===== src/rtl/lfsr_rand_server.sv =====
`default_nettype none
// ============================================================================
// Module   : lfsr_rand_server
// Brief    : Round-robin shared server handing out distinct 32-bit LFSR draws.
// Revision : 1.0
// ============================================================================
module lfsr_rand_server #(
    parameter int          N_REQ  = 4,
    parameter int          OUT_W  = 32,
    parameter logic [31:0] SEED   = 32'hdeadface,
    parameter int          WARMUP = 16
) (
    input  logic             clk,
    input  logic             rst_n,
    input  logic [N_REQ-1:0] req_i,
    output logic [N_REQ-1:0] gnt_o,
    output logic [OUT_W-1:0] rnd_o,
    input  logic             seed_valid_i,
    input  logic [31:0]      seed_data_i,
    input  logic             free_run_i,
    output logic             ready_o
);

    localparam int c_IDX_W = (N_REQ > 1) ? $clog2(N_REQ) : 1;
    localparam int c_CNT_W = (WARMUP > 0) ? $clog2(WARMUP + 1) : 1;
    localparam logic [c_IDX_W-1:0] c_LAST_RST = c_IDX_W'(N_REQ - 1);
    localparam logic [c_CNT_W-1:0] c_CNT_RST  = c_CNT_W'(WARMUP);

    typedef enum logic [0:0] {
        S_WARMUP = 1'b0,
        S_READY  = 1'b1
    } state_t;

    localparam state_t c_START = (WARMUP == 0) ? S_READY : S_WARMUP;

    state_t             r_state;
    logic [31:0]        r_lfsr;
    logic [c_CNT_W-1:0] r_cnt;
    logic [c_IDX_W-1:0] r_last_gnt;
    logic [N_REQ-1:0]   r_gnt;
    logic [OUT_W-1:0]   r_rnd;

    state_t             w_state_nxt;
    logic [31:0]        w_lfsr_nxt;
    logic [c_CNT_W-1:0] w_cnt_nxt;
    logic [c_IDX_W-1:0] w_last_nxt;
    logic [N_REQ-1:0]   w_gnt_nxt;
    logic [OUT_W-1:0]   w_rnd_nxt;

    logic [N_REQ-1:0]   w_elig;
    logic               w_found;
    logic [c_IDX_W-1:0] w_win_idx;
    logic [N_REQ-1:0]   w_win_oh;
    logic [c_IDX_W-1:0] w_sel;
    int                 w_pos;

    function automatic logic [31:0] lfsr_step(input logic [31:0] s);
        return {s[0] ^ s[2] ^ s[21] ^ s[27], s[31:1]};
    endfunction

    // Last cycle's grant is masked so a requester still dropping req is not re-granted.
    always_comb begin
        w_elig    = req_i & ~r_gnt;
        w_found   = 1'b0;
        w_win_idx = r_last_gnt;
        w_win_oh  = '0;
        w_sel     = '0;
        w_pos     = 0;
        for (int i = 1; i <= N_REQ; i++) begin
            w_pos = int'(r_last_gnt) + i;
            if (w_pos >= N_REQ) begin
                w_pos = w_pos - N_REQ;
            end
            w_sel = c_IDX_W'(w_pos);
            if (!w_found && w_elig[w_sel]) begin
                w_found         = 1'b1;
                w_win_idx       = w_sel;
                w_win_oh[w_sel] = 1'b1;
            end
        end
    end

    always_comb begin
        w_state_nxt = r_state;
        w_lfsr_nxt  = r_lfsr;
        w_cnt_nxt   = r_cnt;
        w_last_nxt  = r_last_gnt;
        w_gnt_nxt   = '0;
        w_rnd_nxt   = r_rnd;
        if (seed_valid_i) begin
            // A zero seed would lock the LFSR, so it falls back to SEED.
            w_lfsr_nxt  = (seed_data_i == 32'h0) ? SEED : seed_data_i;
            w_cnt_nxt   = c_CNT_RST;
            w_state_nxt = c_START;
        end else begin
            case (r_state)
                S_WARMUP: begin
                    w_lfsr_nxt = lfsr_step(r_lfsr);
                    w_cnt_nxt  = r_cnt - c_CNT_W'(1);
                    if (r_cnt <= c_CNT_W'(1)) begin
                        w_state_nxt = S_READY;
                    end
                end
                S_READY: begin
                    if (w_found) begin
                        w_gnt_nxt  = w_win_oh;
                        w_rnd_nxt  = r_lfsr[OUT_W-1:0];
                        w_lfsr_nxt = lfsr_step(r_lfsr);
                        w_last_nxt = w_win_idx;
                    end else if (free_run_i) begin
                        w_lfsr_nxt = lfsr_step(r_lfsr);
                    end
                end
                default: begin
                    w_state_nxt = c_START;
                end
            endcase
        end
    end

    always_ff @(posedge clk or negedge rst_n) begin
        if (!rst_n) begin
            r_state    <= c_START;
            r_lfsr     <= SEED;
            r_cnt      <= c_CNT_RST;
            r_last_gnt <= c_LAST_RST;
            r_gnt      <= '0;
            r_rnd      <= '0;
        end else begin
            r_state    <= w_state_nxt;
            r_lfsr     <= w_lfsr_nxt;
            r_cnt      <= w_cnt_nxt;
            r_last_gnt <= w_last_nxt;
            r_gnt      <= w_gnt_nxt;
            r_rnd      <= w_rnd_nxt;
        end
    end

    assign gnt_o   = r_gnt;
    assign rnd_o   = r_rnd;
    assign ready_o = (r_state == S_READY);

endmodule
`default_nettype wire


===== config.mk =====
export PLATFORM = sky130hd
export DESIGN_NAME = lfsr_rand_server
export DESIGN_NICKNAME = d
export VERILOG_FILES = /design/src/rtl/lfsr_rand_server.sv
export SDC_FILE = /design/constraint.sdc
export NUM_CORES = 1
export LEC_CHECK = 0
export BUFFER_PORTS_ARGS = -buffer_cell sky130_fd_sc_hd__buf_2
export CAP_MARGIN = 30
export CORE_MARGIN = 4
export CORE_UTILIZATION = 59
export CTS_CLUSTER_SIZE = 14
export DETAILED_ROUTE_END_ITERATION = 12
export PLACE_DENSITY = 0.84
export SLEW_MARGIN = 30
export SYNTH_ARGS = -nofsm -noshare
export SYNTH_HDL_FRONTEND = slang
export SYNTH_SLANG_ARGS = --single-unit

===== constraint.sdc =====
create_clock -name clk -period 4.5 [get_ports clk]
set_input_delay 0.45 -clock clk [delete_from_list [all_inputs] [get_ports clk]]
set_output_delay 0.45 -clock clk [all_outputs]
set_load 0.01 [all_outputs]

==> results of run 1 <==
-- stage by stage --
step | util, % | hold slack, ps
floorplan | - | 154
global placement | 68.0 | 470
detailed placement | 68.7 | 482
CTS | 72.5 | 272
global route | 72.5 | 162
finish | 72.5 | 125
-- area by class of cell --
class	count	area, sq um
flip-flops and latches	76	1930
fillers	418	1650
multi-input cells	231	1630
repair buffers	80	444
clock buffers	12	155
well taps	75	93.8
clock inverters	3	68.8
inverters	5	18.8
-- sequential cells by signal, indices dropped and copies added (netlist names) --
register,flops
r_lfsr,32
rnd_o,32
r_cnt,5
gnt_o,4
r_last_gnt,2
ready_o,1
-- Yosys cell counts (all sizes together), types with 3 or more instances --
cell type | number | share of area (%)
a21oi | 4 | 0.55
a22oi | 4 | 0.82
a31oi | 4 | 0.68
buf | 11 | 1.9
clkbuf | 6 | 0.68
dfrtp | 51 | 35
dfstp | 25 | 18
ha | 10 | 3.4
inv | 4 | 0.41
mux2 | 32 | 9.8
mux2i | 10 | 2.7
nand2 | 36 | 3.7
nand2b | 3 | 0.51
nand3 | 8 | 1.1
nand4 | 6 | 1.0
nor2 | 10 | 1.1
nor2b | 5 | 0.85
nor4 | 10 | 2.1
o21ai | 43 | 6.0
o22ai | 21 | 3.6
xnor2 | 6 | 1.4
-- metal layers --
layer  routed length (microns)  track usage (%)  up-vias
li1                          -                -     1346
met1                      3560             33.7     1410
met2                      3980             36.5      129
met3                       645             5.96       15
met4                       144             9.35        0
met5                         0                0        -
-- cell families (layout without fill, tap and decap cells) --
family | count (synthesis) | count (layout)
flip-flops | 76 | 76
adder cells (fa/ha/maj) | 10 | 10
multiplexers | 44 | 44
buffers and inverters | 22 | 100
XOR/XNOR | 8 | 8
AO/OA/AOI/OAI | 84 | 84
AND/OR/NAND/NOR | 85 | 85
-- worst max-delay path: stages (launching register included) --
cell and delay (ps):
dfstp_2 590, clkinv_1 280, ha_1 530, mux4_2 610
nor2_2 210, a22oi_1 90, a31oi_1 180
-- power by group through the flow --
| stage | Combinational, mW | Clock [mW] | Sequential, mW |
|---|---|---|---|
| finish | 0.836 | 0.590 | 1.06 |
| global route | 0.926 | 0.631 | 1.09 |
| CTS | 0.840 | 0.602 | 1.06 |
| detailed placement | 0.831 | 0 | 1.07 |
| global placement | 0.787 | 0 | 1.06 |
| floorplan | 0.486 | 0 | 1.11 |
-- worst min-delay path by stage --
stage	cells past startpoint	slack [ps]	from	endpoint
2_1_floorplan	0	150	rst_n	gnt_o[0]
3_3_place_gp	2	470	r_lfsr[31]	r_lfsr[31]
3_5_place_dp	2	480	r_lfsr[11]	r_lfsr[11]
4_1_cts	1	270	rst_n	gnt_o[3]
5_1_grt	1	160	rst_n	gnt_o[3]
6_report	1	120	rst_n	gnt_o[1]
==> impl_table.tex, run 1 <==
\begin{tabular}{lr}
\hline
Metric & Value \\
\hline
\multicolumn{2}{l}{\textbf{Run status}} \\
\quad Run status & complete, no violations \\
\multicolumn{2}{l}{\textbf{Logic synthesis}} \\
\quad Count of flip-flops with a built-in enable after synthesis & 0 \\
\quad Cells after synthesis & 329 \\
\quad Share of synthesized cell area in and, or, nand and nor gates & a little under an eighth \\
\quad Share of synthesized flip-flops with an asynchronous set or reset & between 90\% and 100\% \\
\quad Share of synthesized cell area in full adder, half adder and majority cells & under 10\% \\
\quad Mapped Avg Cell Area & 11.2 sq um \\
\quad Post-synthesis cell area & 0.00367 sq mm \\
\quad Netlist cell types & 41 \\
\quad Syn Nets & 379 \\
\quad Number of register bits inferred by synthesis & 76 \\
\quad Synth Area in Compound Gates & about 13\% \\
\quad Sequential fraction of the synthesis area & between 50\% and 60\% \\
\quad Number of warning messages in the yosys log & 0 \\
\quad Dominant register cell in the synthesized netlist & dfrtp\_1 \\
\quad Proportion of synthesized area in mux cells & 13.8\% \\
\quad Xor/xnor cell area share of the yosys netlist & around 1.9\% \\
\quad Largest family of logic cells by synthesized area & multiplexers \\
\multicolumn{2}{l}{\textbf{Placement}} \\
\quad Estimated wirelength of the detail-placed design & 5740 microns \\
\quad Cell area reported after detailed placement & 0.00412 sq mm \\
\quad Number of placed instances, taps included & 467 \\
\quad Setup slack at placement & between 1500 and 2000 ps \\
\quad Port bufs & 76 \\
\quad GP Congestion & 0.896 \\
\multicolumn{2}{l}{\textbf{STA}} \\
\quad Achievable clock frequency & $\sim$390 MHz \\
\quad Final count of hold timing violations & 0 \\
\quad Setup repair after global routing missed its margin & false \\
\quad Final worst path period share & 57.2\% \\
\quad Worst Tran Pin Value & between 700 and 800 ps \\
\quad Post-route minimum period & 2570 ps \\
\quad Relative slew slack & 47.2\% \\
\quad Worst setup margin & 1930 ps \\
\quad Setup TNS after final layout & 0 ps \\
\quad Worst-case clock skew & a little under 8 ps \\
\quad Final Max Tran Viols & 0 \\
\quad Count of final setup violators & 0 \\
\multicolumn{2}{l}{\textbf{Finish}} \\
\quad Most frequent standard cell in the layout excluding fill and tap cells & buf\_2 \\
\quad Most frequent cells in the layout & buf\_2, dfrtp\_1, o21ai\_0 \\
\quad Fraction of layout cells with a size suffix above 1 & 38.6\% \\
\quad Finished Cell Area & 0.00434 sq mm \\
\quad Area overhead of the layout relative to synthesis & 18.4\% \\
\quad Final net count & roughly 450 \\
\quad Diodes inserted & 0 \\
\quad Final instance count without filler cells & 482 \\
\multicolumn{2}{l}{\textbf{Clock tree}} \\
\quad Clock-pin slew on the worst setup and hold paths & around 80 ps \\
\quad Number of clock sinks & 76 \\
\quad Clock buffers created by TritonCTS & 9 \\
\quad Buffer cell driving the clock tree root & clkbuf\_8 \\
\quad Setup repair bufs after CTS & 0 \\
\quad TritonCTS clock tree & done \\
\quad Clock latency reported for the late side of the worst-skew pair & $\sim$340 ps \\
\quad Resized cells post-CTS & 0 \\
\quad \# H-tree levels & 3 \\
\quad Number of hold-repair buffers added at the cts stage & 0 \\
\quad CTS max path bufs & 2 \\
\multicolumn{2}{l}{\textbf{Global route}} \\
\quad Overall Global Routing Usage & 24.1\% \\
\quad Antenna violations before repair & 0 \\
\quad Vias in the first global route & $\sim$3000 \\
\quad Grt total ovfl & 0 \\
\quad Pin count of the biggest net entering global routing & 77 \\
\quad First-pass GRT wire length & 14200 microns \\
\multicolumn{2}{l}{\textbf{Power}} \\
\quad Leakage Power & 1.88 nW \\
\quad Power Internal & $\sim$1.7 mW \\
\quad Clock network fraction of total power & 23.7\% \\
\quad Combinational power share & 33.6\% \\
\quad Switching share of power & 33.3\% \\
\quad Total power & $\sim$2.5 mW \\
\quad Power share of the sequential group & between 40\% and 50\% \\
\quad Net load switching power & 827 uW \\
\quad Ratio of total power to cell area & between 500 and 600 mW/mm\^{}2 \\
\quad Highest ir drop seen on vdd & 444 uV \\
\multicolumn{2}{l}{\textbf{Routing}} \\
\quad DRC errors left & 0 \\
\quad Via/cell ratio & 6.02 \\
\quad Final WL & 8320 microns \\
\quad First-pass DRT Iterations & 4 \\
\quad Detailed Route Iter0 Violations & 233 \\
\quad DRT antenna net count & 0 \\
\quad Overall via count from detail\_route & 2900 \\
\quad Post-DR wirelength/cell & between 15 and 20 microns \\
\multicolumn{2}{l}{\textbf{Worst hold path}} \\
\quad Worst hold path class & input pin to asynchronous set/reset pin \\
\multicolumn{2}{l}{\textbf{Critical path}} \\
\quad R2r setup slk & 1930 ps \\
\quad R2R Path End & gnt\_o[0] \\
\quad WP data arrival & 2830 ps \\
\quad Startpoint kind of the worst setup timing path & flop \\
\quad Last element of the critical path & gnt\_o[0] \\
\quad Worst reg2reg startpoint & r\_last\_gnt[1] \\
\quad Largest fanout of any net on the critical path & 10 \\
\quad Worst setup path startpoint & r\_last\_gnt[1] \\
\quad Worst endpoint required time & 4750 ps \\
\quad Sort of element at the end of the critical path & flop \\
\quad Critical Setup Path Class & flop to flop \\
\quad Reg2Reg Depth & 6 \\
\multicolumn{2}{l}{\textbf{Run}} \\
\quad Count of maximum capacitance violations & 0 \\
\multicolumn{2}{l}{\textbf{Die}} \\
\quad Floorplan Core Area & roughly 0.0060 sq mm \\
\quad I/O pin total & slightly below 80 \\
\quad \# rows & 28 \\
\quad Initial core utilization & approximately 61\% \\
\quad Die Wd & roughly 87 microns \\
\quad Die area & 0.00754 sq mm \\
\quad Vertical die dimension & 86.9 microns \\
\hline
\end{tabular}
Power figures use the tool's default switching activity.
==> run 2, diff against run 1 <==
- CORE_UTILIZATION: 59 -> 54
- PLACE_DENSITY: 0.84 -> 0.78
- clock period: 4.5 -> 2.5 ns (I/O delays scaled with it)
==> run 2 against run 1 <==
Sequential power is 78% higher. Critical path type unchanged. Sequential cell count is the same. Clock power increased by 78%. Critical endpoint is now gnt_o[3]. Global-route usage down 2.7 points. Largest power group unchanged. Critical path depth did not move. Wire length grew 2.6%. Non-clock buffer count grew 5.
==> impl_table.tex, run 2 (same netlist as run 1, synthesis figures left out) <==
\begin{tabular}{lr}
\hline
Metric & Value \\
\hline
\multicolumn{2}{l}{\textbf{Run status}} \\
\quad Run status & complete, no violations \\
\multicolumn{2}{l}{\textbf{Die}} \\
\quad I/O pin total & 77 (unchanged) \\
\quad \# rows & 29 (+3.6\%) \\
\quad Floorplan Core Area & 0.00646 sq mm (+7.8\%) \\
\quad Vertical die dimension & 90.4 microns (+4.1\%) \\
\quad Die Wd & 90.4 microns (+4.1\%) \\
\quad Die area & 0.00818 sq mm (+8.4\%) \\
\quad Initial core utilization & 56.8\% (-4.4 points) \\
\multicolumn{2}{l}{\textbf{Clock tree}} \\
\quad \# H-tree levels & 3 (unchanged) \\
\quad TritonCTS clock tree & done \\
\quad Clock latency reported for the late side of the worst-skew pair & 350 ps (about the same) \\
\quad Number of clock sinks & 76 (unchanged) \\
\quad Clock-pin slew on the worst setup and hold paths & 80 ps (about the same) \\
\quad CTS max path bufs & 2 (unchanged) \\
\quad Setup repair bufs after CTS & 0 (unchanged) \\
\quad Buffer cell driving the clock tree root & clkbuf\_8 \\
\quad Clock buffers created by TritonCTS & 9 (unchanged) \\
\multicolumn{2}{l}{\textbf{Critical path}} \\
\quad Critical Setup Path Class & flop to flop \\
\quad Largest fanout of any net on the critical path & 8 (-2) \\
\quad Sort of element at the end of the critical path & flop \\
\quad Worst endpoint required time & 2760 ps (-1990 ps) \\
\quad Startpoint kind of the worst setup timing path & flop \\
\quad WP data arrival & 2620 ps (-210 ps) \\
\quad R2r setup slk & 140 ps (-1780 ps) \\
\multicolumn{2}{l}{\textbf{Global route}} \\
\quad Met2 global-route usage & 33.3\% (-3.2 points) \\
\quad Antenna violations before repair & 0 (unchanged) \\
\quad Routing usage on met1 & 29.5\% (-4.1 points) \\
\quad Global Route met3 Usage & 3.08\% (-2.9 points) \\
\quad Grt total ovfl & 0 (unchanged) \\
\quad Busiest metal layer after global routing & met2 \\
\quad Overall Global Routing Usage & 21.5\% (-2.7 points) \\
\quad Vias in the first global route & 2892 (-2.4\%) \\
\quad Pin count of the biggest net entering global routing & 77 (unchanged) \\
\quad First-pass GRT wire length & 14200 microns (-0.63\%) \\
\multicolumn{2}{l}{\textbf{Finish}} \\
\quad Diodes inserted & 0 (unchanged) \\
\quad Number of fill cells & 473 (+13\%) \\
\quad Final net count & 458 (+1.1\%) \\
\quad Final instance count without filler cells & 490 (+1.7\%) \\
\quad Area overhead of the layout relative to synthesis & 19.6\% \\
\quad Finished Cell Area & 0.00439 sq mm (+0.98\%) \\
\quad Most frequent standard cell in the layout excluding fill and tap cells & buf\_2 \\
\quad Sequential standard cell area & 0.00193 sq mm (unchanged) \\
\quad Most frequent cells in the layout & buf\_2, dfrtp\_1, o21ai\_0 \\
\quad Total area of multi-input combinational cells & 0.00163 sq mm (unchanged) \\
\quad Fraction of layout cells with a size suffix above 1 & 39.2\% (+0.65 points) \\
\multicolumn{2}{l}{\textbf{Power}} \\
\quad Clock network fraction of total power & 23.2\% (-0.5 points) \\
\quad Combinational power share & 35.0\% (+1.4 points) \\
\quad Leakage Power & 1.90 nW (+0.85\%) \\
\quad Switching share of power & 33.9\% (+0.61 points) \\
\quad Power share of the sequential group & 41.8\% (-0.9 points) \\
\quad Highest ir drop seen on vdd & 504 uV (+14\%) \\
\quad Ratio of total power to cell area & 1030 mW/mm\^{}2 (+80\%) \\
\quad Power Internal & 2.99 mW (+80\%) \\
\quad Net load switching power & 1.53 mW (+85\%) \\
\multicolumn{2}{l}{\textbf{STA}} \\
\quad Final worst path period share & 94.2\% (+37 points) \\
\quad Final Max Tran Viols & 0 (unchanged) \\
\quad Achievable clock frequency & 425 MHz (+9.3\%) \\
\quad Worst Tran Pin Value & 681 ps (-111 ps) \\
\quad Post-route minimum period & 2360 ps (-218 ps) \\
\quad Worst-case clock skew & 9.83 ps (+2.06 ps) \\
\quad Setup TNS after final layout & 0 ps (unchanged) \\
\quad Setup repair after global routing missed its margin & false \\
\quad Final count of hold timing violations & 0 (unchanged) \\
\quad Relative slew slack & 54.6\% (+7.4 points) \\
\quad Count of final setup violators & 0 (unchanged) \\
\multicolumn{2}{l}{\textbf{Worst hold path}} \\
\quad Worst hold path class & input pin to flop \\
\multicolumn{2}{l}{\textbf{Routing}} \\
\quad DRC errors left & 0 (unchanged) \\
\quad Overall via count from detail\_route & 2961 (+2.1\%) \\
\quad Detailed Route Iter0 Violations & 203 (-13\%) \\
\quad Final WL & 8540 microns (+2.6\%) \\
\quad Post-DR wirelength/cell & 17.4 microns (+0.93\%) \\
\quad DRT antenna net count & 0 (unchanged) \\
\quad First-pass DRT Iterations & 7 (+3) \\
\quad Via/cell ratio & 6.04 (+0.44\%) \\
\multicolumn{2}{l}{\textbf{Placement}} \\
\quad Number of placed instances, taps included & 473 (+1.3\%) \\
\quad Estimated wirelength of the detail-placed design & 5860 microns (+2.2\%) \\
\quad GP Congestion & 0.930 (+3.7\%) \\
\quad Port bufs & 76 (unchanged) \\
\quad Cell area reported after detailed placement & 0.00415 sq mm (+0.73\%) \\
\multicolumn{2}{l}{\textbf{Run}} \\
\quad Count of maximum capacitance violations & 0 (unchanged) \\
\hline
\end{tabular}
run 2: cell count changes in the layout (fill, tap and decap cells not counted), sizes merged:
| cell | delta |
|---|---|
| inv | -1 |
| clkbuf | -1 |
| clkinvlp | +1 |
| buf | +4 |
| dlygate4sd3 | +1 |
| clkinv | +2 |
run 2: power by group through the flow:
stage	clock network [mW]	logic [mW]	registers, mW
after global placement	0	1.51	1.89
final	1.05	1.58	1.89
after global routing	1.12	1.73	1.93
after detailed placement	0	1.57	1.91
after floorplan	0	0.874	1.99
after CTS	1.07	1.58	1.89
run 2: per-stage QoR:
stage | hold slack, ps | utilization (%) | setup slack [ps] | power (mW)
5_1_grt | 187 | 67.9 | 50.8 | 4.78
2_1_floorplan | -45.6 | - | 78.5 | 2.87
3_5_place_dp | 447 | 64.2 | 188 | 3.48
3_3_place_gp | 451 | 64.2 | 333 | 3.40
4_1_cts | 74.3 | 67.7 | 169 | 4.54
6_report | 190 | 67.9 | 145 | 4.52
run 2: final cells by class:
cell class              count  area share, %
clock inverters             5           1.94
multi-input cells         231           37.2
well taps                  77           2.20
inverters                   5          0.428
flip-flops and latches     76           44.1
clock buffers              11           3.22
repair buffers             85           11.0
run 2: what timing repair did:
action,CTS,global route
hold endpoints to repair,0,51
hold buffers,0,1
resized for setup,0,0
run 2: worst paths after layout:
check	depth (start not counted)	startpoint	end
min in group asynchronous	2	rst_n	ready_o
worst max-delay path	6	r_last_gnt[1]	gnt_o[3]
worst min register to register	2	r_lfsr[31]	r_lfsr[31]
max in group asynchronous	2	rst_n	r_lfsr[5]
worst min-delay path	3	seed_data_i[16]	r_lfsr[16]
worst max register to register	6	r_last_gnt[1]	gnt_o[3]
run 2: routing by layer:
layer | part of all wire [%] | wire length, microns
met5 | 0 | 0
met4 | 2.3 | 194
met3 | 7.7 | 656
met2 | 47 | 4020
met1 | 43 | 3670
run 2: critical path: stages (launching register included):
cell and delay, ps:
dfstp_2 610, clkinv_1 100, ha_1 440, mux4_2 630, nor2_2 210, a22oi_1 110, a31oi_1 160
